<file path="src/rtl/lcd_pkg.sv">
// Shared types and constants for the HD44780-style LCD write sequencer.
package lcd_pkg;

  typedef enum logic [2:0] {
    POWER_WAIT,
    INIT_LOAD,
    SETUP,
    E_HIGH,
    HOLD,
    WAIT,
    IDLE
  } lcd_state_e;

  localparam logic [7:0] CMD_CLEAR        = 8'h01;
  localparam logic [7:0] CMD_HOME         = 8'h02;
  localparam logic [7:0] CMD_HOME_ALT     = 8'h03;
  localparam logic [7:0] CMD_ENTRY        = 8'h06;
  localparam logic [7:0] CMD_DISPLAY_ON   = 8'h0C;
  localparam logic [7:0] CMD_FUNC_8BIT_2L = 8'h38;

  localparam int INIT_LEN = 7;

  // Entry 0 is the rightmost element: 38 38 38 38 0C 01 06.
  localparam logic [INIT_LEN-1:0][7:0] INIT_ROM = {
    CMD_ENTRY, CMD_CLEAR, CMD_DISPLAY_ON,
    CMD_FUNC_8BIT_2L, CMD_FUNC_8BIT_2L, CMD_FUNC_8BIT_2L, CMD_FUNC_8BIT_2L
  };

  // Clear and return-home need the long execution delay; 0x03 decodes as home too.
  function automatic logic is_long_cmd(input logic rs, input logic [7:0] b);
    return !rs && (b == CMD_CLEAR || b == CMD_HOME || b == CMD_HOME_ALT);
  endfunction

endpackage

</file>
<file path="src/rtl/lcd_init_rom.sv">
// Power-up initialisation byte table, indexed by init step.
module lcd_init_rom
  import lcd_pkg::*;
(
  input  logic [2:0] idx_i,
  output logic [7:0] byte_o
);

  // Out-of-range index reads as 0x00; the sequencer never goes past INIT_LEN-1.
  always_comb begin
    byte_o = 8'h00;
    if (int'(idx_i) < INIT_LEN) byte_o = INIT_ROM[idx_i];
  end

endmodule

</file>
<file path="src/rtl/lcd_sequencer.sv">
// Character-LCD write sequencer: runs the init sequence after reset/reinit,
// then serialises single-byte writes with enforced E width, hold and
// execution delay.
//
// Every init byte costs one INIT_LOAD cycle on top of SETUP, so init takes
//   T_POWER + 7*(2+T_E_HIGH+T_HOLD) + 6*T_EXEC + T_CLEAR
// clock edges after reset release; init enable pulses are spaced
// 2+T_E_HIGH+T_HOLD+Twait cycles. Host writes cost 2+T_E_HIGH+T_HOLD+Twait
// cycles from one acceptance edge to the next. T_POWER must be >= 2.
module lcd_sequencer
  import lcd_pkg::*;
#(
  parameter int unsigned T_POWER  = 750000,
  parameter int unsigned T_E_HIGH = 12,
  parameter int unsigned T_HOLD   = 4,
  parameter int unsigned T_EXEC   = 2500,
  parameter int unsigned T_CLEAR  = 82000
) (
  input  logic       clk,
  input  logic       reset,
  input  logic       wr_valid,
  input  logic       wr_rs,
  input  logic [7:0] wr_data,
  output logic       wr_ready,
  input  logic       reinit,
  output logic       init_done,
  output logic       rw,
  output logic       rs,
  output logic       enable,
  output logic [7:0] display
);

  localparam int unsigned M1    = (T_POWER > T_E_HIGH) ? T_POWER : T_E_HIGH;
  localparam int unsigned M2    = (T_HOLD > T_EXEC) ? T_HOLD : T_EXEC;
  localparam int unsigned M3    = (M1 > M2) ? M1 : M2;
  localparam int unsigned T_MAX = (M3 > T_CLEAR) ? M3 : T_CLEAR;
  localparam int          TW    = $clog2(T_MAX) + 1;

  lcd_state_e    state_q;
  logic [TW-1:0] timer_q;
  logic [2:0]    idx_q;
  logic          pw_armed_q;  // POWER_WAIT has loaded its count
  logic          rs_q, enable_q, wr_ready_q, init_done_q;
  logic [7:0]    display_q;
  logic [7:0]    rom_byte;

  lcd_init_rom u_rom (
    .idx_i  (idx_q),
    .byte_o (rom_byte)
  );

  // Sequencer FSM; the timer reloads with (length-1) on entry and the state
  // exits on the cycle it reads zero. POWER_WAIT loads in its own first cycle
  // because reset leaves the timer at zero.
  always_ff @(posedge clk or posedge reset) begin
    if (reset) begin
      state_q     <= POWER_WAIT;
      timer_q     <= '0;
      idx_q       <= '0;
      pw_armed_q  <= 1'b0;
      rs_q        <= 1'b0;
      enable_q    <= 1'b0;
      display_q   <= 8'h00;
      wr_ready_q  <= 1'b0;
      init_done_q <= 1'b0;
    end else begin
      case (state_q)
        POWER_WAIT: begin
          if (!pw_armed_q) begin
            pw_armed_q <= 1'b1;
            timer_q    <= TW'(T_POWER - 2);
          end else if (timer_q == '0) begin
            state_q <= INIT_LOAD;
          end else begin
            timer_q <= timer_q - TW'(1);
          end
        end
        INIT_LOAD: begin
          rs_q      <= 1'b0;
          display_q <= rom_byte;
          state_q   <= SETUP;
        end
        SETUP: begin
          enable_q <= 1'b1;
          timer_q  <= TW'(T_E_HIGH - 1);
          state_q  <= E_HIGH;
        end
        E_HIGH: begin
          if (timer_q == '0) begin
            enable_q <= 1'b0;
            timer_q  <= TW'(T_HOLD - 1);
            state_q  <= HOLD;
          end else begin
            timer_q <= timer_q - TW'(1);
          end
        end
        HOLD: begin
          if (timer_q == '0) begin
            timer_q <= is_long_cmd(rs_q, display_q) ? TW'(T_CLEAR - 1) : TW'(T_EXEC - 1);
            state_q <= WAIT;
          end else begin
            timer_q <= timer_q - TW'(1);
          end
        end
        WAIT: begin
          if (timer_q != '0) begin
            timer_q <= timer_q - TW'(1);
          end else if (!init_done_q && int'(idx_q) != INIT_LEN - 1) begin
            idx_q   <= idx_q + 3'd1;
            state_q <= INIT_LOAD;
          end else begin
            init_done_q <= 1'b1;
            wr_ready_q  <= 1'b1;
            state_q     <= IDLE;
          end
        end
        IDLE: begin
          // reinit has priority; a coincident write is dropped.
          if (reinit) begin
            init_done_q <= 1'b0;
            wr_ready_q  <= 1'b0;
            idx_q       <= '0;
            pw_armed_q  <= 1'b0;
            state_q     <= POWER_WAIT;
          end else if (wr_valid) begin
            rs_q       <= wr_rs;
            display_q  <= wr_data;
            wr_ready_q <= 1'b0;
            state_q    <= SETUP;
          end
        end
        default: state_q <= POWER_WAIT;
      endcase
    end
  end

  assign rw        = 1'b0;
  assign rs        = rs_q;
  assign enable    = enable_q;
  assign display   = display_q;
  assign wr_ready  = wr_ready_q;
  assign init_done = init_done_q;

endmodule

</file>
<file path="config.mk">
export PLATFORM = sky130hd
export DESIGN_NAME = lcd_sequencer
export DESIGN_NICKNAME = d
export VERILOG_FILES = /design/src/rtl/lcd_pkg.sv /design/src/rtl/lcd_init_rom.sv /design/src/rtl/lcd_sequencer.sv
export SDC_FILE = /design/constraint.sdc
export NUM_CORES = 1
export LEC_CHECK = 0
export ABC_AREA = 0
export BUFFER_PORTS_ARGS = -buffer_cell sky130_fd_sc_hd__buf_2
export CORE_MARGIN = 2
export CORE_UTILIZATION = 50
export DETAILED_ROUTE_END_ITERATION = 10
export GPL_ROUTABILITY_DRIVEN = 1
export GPL_TIMING_DRIVEN = 0
export PLACE_DENSITY_LB_ADDON = 0.1
export SLEW_MARGIN = 0
export SYNTH_ARGS = -nofsm -noshare
export SYNTH_HDL_FRONTEND = slang
export SYNTH_SLANG_ARGS = --single-unit
</file>
<file path="constraint.sdc">
create_clock -name clk -period 7.3 [get_ports clk]
set_input_delay 0.73 -clock clk [delete_from_list [all_inputs] [get_ports clk]]
set_output_delay 0.73 -clock clk [all_outputs]
set_load 0.05 [all_outputs]
</file>
==> results.cfg <==
[critical_path]
critPathLaunchType = flop
slowest_delay_ns = 0.57
cp_slowest_cell = nor4_2
path_class = flop to flop
worstPathCellList = inv_1, ha_1, or4b_1, buf_2, nor4_2, a31oi_1, o21ai_2, buf_6, a21oi_1, o32ai_1
critPathBufInv = 3
required_ns = 7.52
crit_fanout = 10
cp_top_family = simple AND/OR/NAND/NOR gates
cp-end-kind = flop
arrival_ns = 3.37

[global_route]
met3_usage_pct = 5.06
grt_use_met2_pct = 41.2
antenna_found_initial = 0
grt_pass1_vias = 2496
gr-max-usage-layer = met2
grt_pass1_wl_mm = 12.2
grt_use_met1_pct = 34.3
grt_usage_pct = 25.5
grt_max_degree = 41
grt_remaining_overflow = 0

[synth]
avgSynthCellArea_sq_um = 8.12
yosys_warnings = 0
yosysSeqAreaShare_pct = 37.5
syn_area_sq_mm = 0.00267
syn_nets = 348
synth_edf_count = 0
ys_async_sr_fraction_pct = 100
synth_ff_type = dfrtp_1
syn_inst = 329
ys_types = 61
ys_ff_latch = 40

[power_and_ir_drop]
power_uw = 383
internal_power_uw = 291
p_leak_nw = 1.24
clock_power_share_pct = 39.5
switching_share_pct = 24.0
p_per_area_mw_per_mm2 = 129
power_frac_comb_pct = 2.6
seq_power_share_pct = 57.8
power_switching_uw = 91.8
vdd_drop_max_mv = 0.0659

[cells_and_area]
layout_common_cells = nand2_1, dfrtp_1, o21ai_0, nor2_1, buf_2
syn2layout_area_growth_pct = 11.0
fill_cells = 504
layout.nets = 379
final_common_cell = nand2_1
drive_gt1_share_pct = 15.2
antennaDiodeCount = 0
utilization_pct = 57.7
multi_input_area_sq_mm = 0.00152
seq_area_sq_mm = 0.00100

[route]
ant_nets = 0
post_drt_wl_per_cell_um = 16.4
vias = 2599
wl_mm = 7.08
drtIter0Drc = 180
firstDrtPassIters = 4
drc = 0
vias_per_cell = 6.03

[sta]
fmax_ghz = 0.317
slew_headroom_pct = 30.5
setup_viol = 0
hold_viol_final = 0
fin_crit_sh_pct = 43.2
setup_tns_ns = 0
hold_slack_ns = 0.506
slew_viol_final = 0
tightest_slew_ns = 1.03
min_period_ns = 3.15
grt_setup_unrepaired = false
fin_worst_skew_ns = 0.00589

[die]
fp.dieH_um = 77.1
start_util_pct = 52.0
pin_count = 26
die_w_um = 77.1
die_area_sq_mm = 0.00595
core_sq_mm = 0.00514
row_count = 26

[placement]
place_congestion = 0.930
io_buffers = 24
dp_hpwl_mm = 5.15

[hold_path]
min_path_type = flop to flop

[job]
drv_cap = 0

[clocking]
htree_num_levels = 2
cts_hold_buf = 0
post_cts_buffers = 0
post_cts_resized = 0
worstSkewPairLatency_ns = 0.31
clock-root-buffer = clkbuf_8
cts.clk_slew.worst_paths_ns = 0.08
clock_sinks = 40
cts_tree = done
cts_buffers = 5
cts_buffer_depth = 2

[outcome]
status = finished, final reports clean
## stage by stage
step	cells	setup slack (ns)	area, sq um
after global placement	423	4.19	2880
after CTS	431	4.19	2970
after detailed placement	423	4.20	2880
after global routing	431	3.91	2970
after floorplan	329	4.62	2670
final	431	4.15	2970
## synthesized netlist by cell type (3+ instances only)
| library cell | count | area, sq um |
|---|---|---|
| ha_1 | 6 | 75.1 |
| nor3_1 | 14 | 70.1 |
| o211ai_1 | 5 | 37.5 |
| nand2b_1 | 6 | 37.5 |
| o22ai_1 | 3 | 18.8 |
| o21ai_1 | 3 | 15.0 |
| o21ai_0 | 33 | 165 |
| nand2_1 | 42 | 158 |
| dfrtp_1 | 40 | 1000 |
| o21a_1 | 4 | 30.0 |
| or3_1 | 6 | 37.5 |
| nand3_1 | 8 | 40.0 |
| a31oi_1 | 7 | 43.8 |
| buf_2 | 3 | 15.0 |
| clkbuf_1 | 9 | 33.8 |
| o22a_1 | 7 | 61.3 |
| a21oi_1 | 26 | 130 |
| or2_2 | 4 | 25.0 |
| nor2_1 | 29 | 109 |
| nor4_1 | 5 | 31.3 |
| inv_1 | 14 | 52.6 |
## path summary, 6_finish.rpt
path / cells after the start / endpoint / startpoint / slack (ns)
worst max-delay path: 10 / timer_q[9] / timer_q[0] / 4.15
worst min-delay path: 2 / display[5] / display[5] / 0.51
worst max register to register: 10 / timer_q[9] / timer_q[0] / 4.15
worst min register to register: 2 / display[5] / display[5] / 0.51
max in group asynchronous: 2 / pw_armed_q / reset / 6.20
min in group asynchronous: 2 / display[6] / reset / 0.58
## routing by layer
layer | share of wire [%] | vias to the layer above | wire (um)
li1 | - | 1266 | -
met1 | 46 | 1236 | 3250
met2 | 46 | 88 | 3240
met3 | 6.7 | 9 | 476
met4 | 1.5 | 0 | 103
met5 | 0 | - | 0
## sequential cells by signal (all words and copies together), names as in the netlist
register    cells
display         8
enable          1
idx_q           3
init_done       1
pw_armed_q      1
rs              1
state_q         3
timer_q        21
wr_ready        1
## final cells by class
class / instances / share of cell area (%)
plain buffers: 18 / 3.16
clock buffers: 5 / 2.32
clock inverters: 3 / 0.632
inverters: 16 / 2.02
multi-input cells: 255 / 51.1
flip-flops and latches: 40 / 33.7
well taps: 70 / 2.95
repair buffers: 24 / 4.05
## power by group through the flow
stage | sequential (mW) | combinational (mW) | clock (mW)
after detailed placement | 0.226 | 0.0104 | 0
after floorplan | 0.226 | 0.00526 | 0
after CTS | 0.221 | 0.0105 | 0.154
final | 0.221 | 0.0100 | 0.151
after global placement | 0.226 | 0.0103 | 0
after global routing | 0.221 | 0.0117 | 0.165
## tightest hold or removal path, delay by kind of cell, from the launching register on
family	cells	cell delay [ns]
compound gates	1	0.06
flops	1	0.36
simple gates	1	0.05
## logic make-up (layout without fill, tap and decap cells)
family,count (synthesis),count (layout),share of synthesized area [%]
AO/OA/AOI/OAI,117,117,29.4
XOR/XNOR,1,1,0.328
adder cells (fa/ha/maj),6,6,2.81
buffers and inverters,34,66,5.76
flip-flops,40,40,37.5
multiplexers,1,1,0.375
other,1,1,0.140
AND/OR/NAND/NOR,129,129,23.7
(Power assumes the default switching activity.)
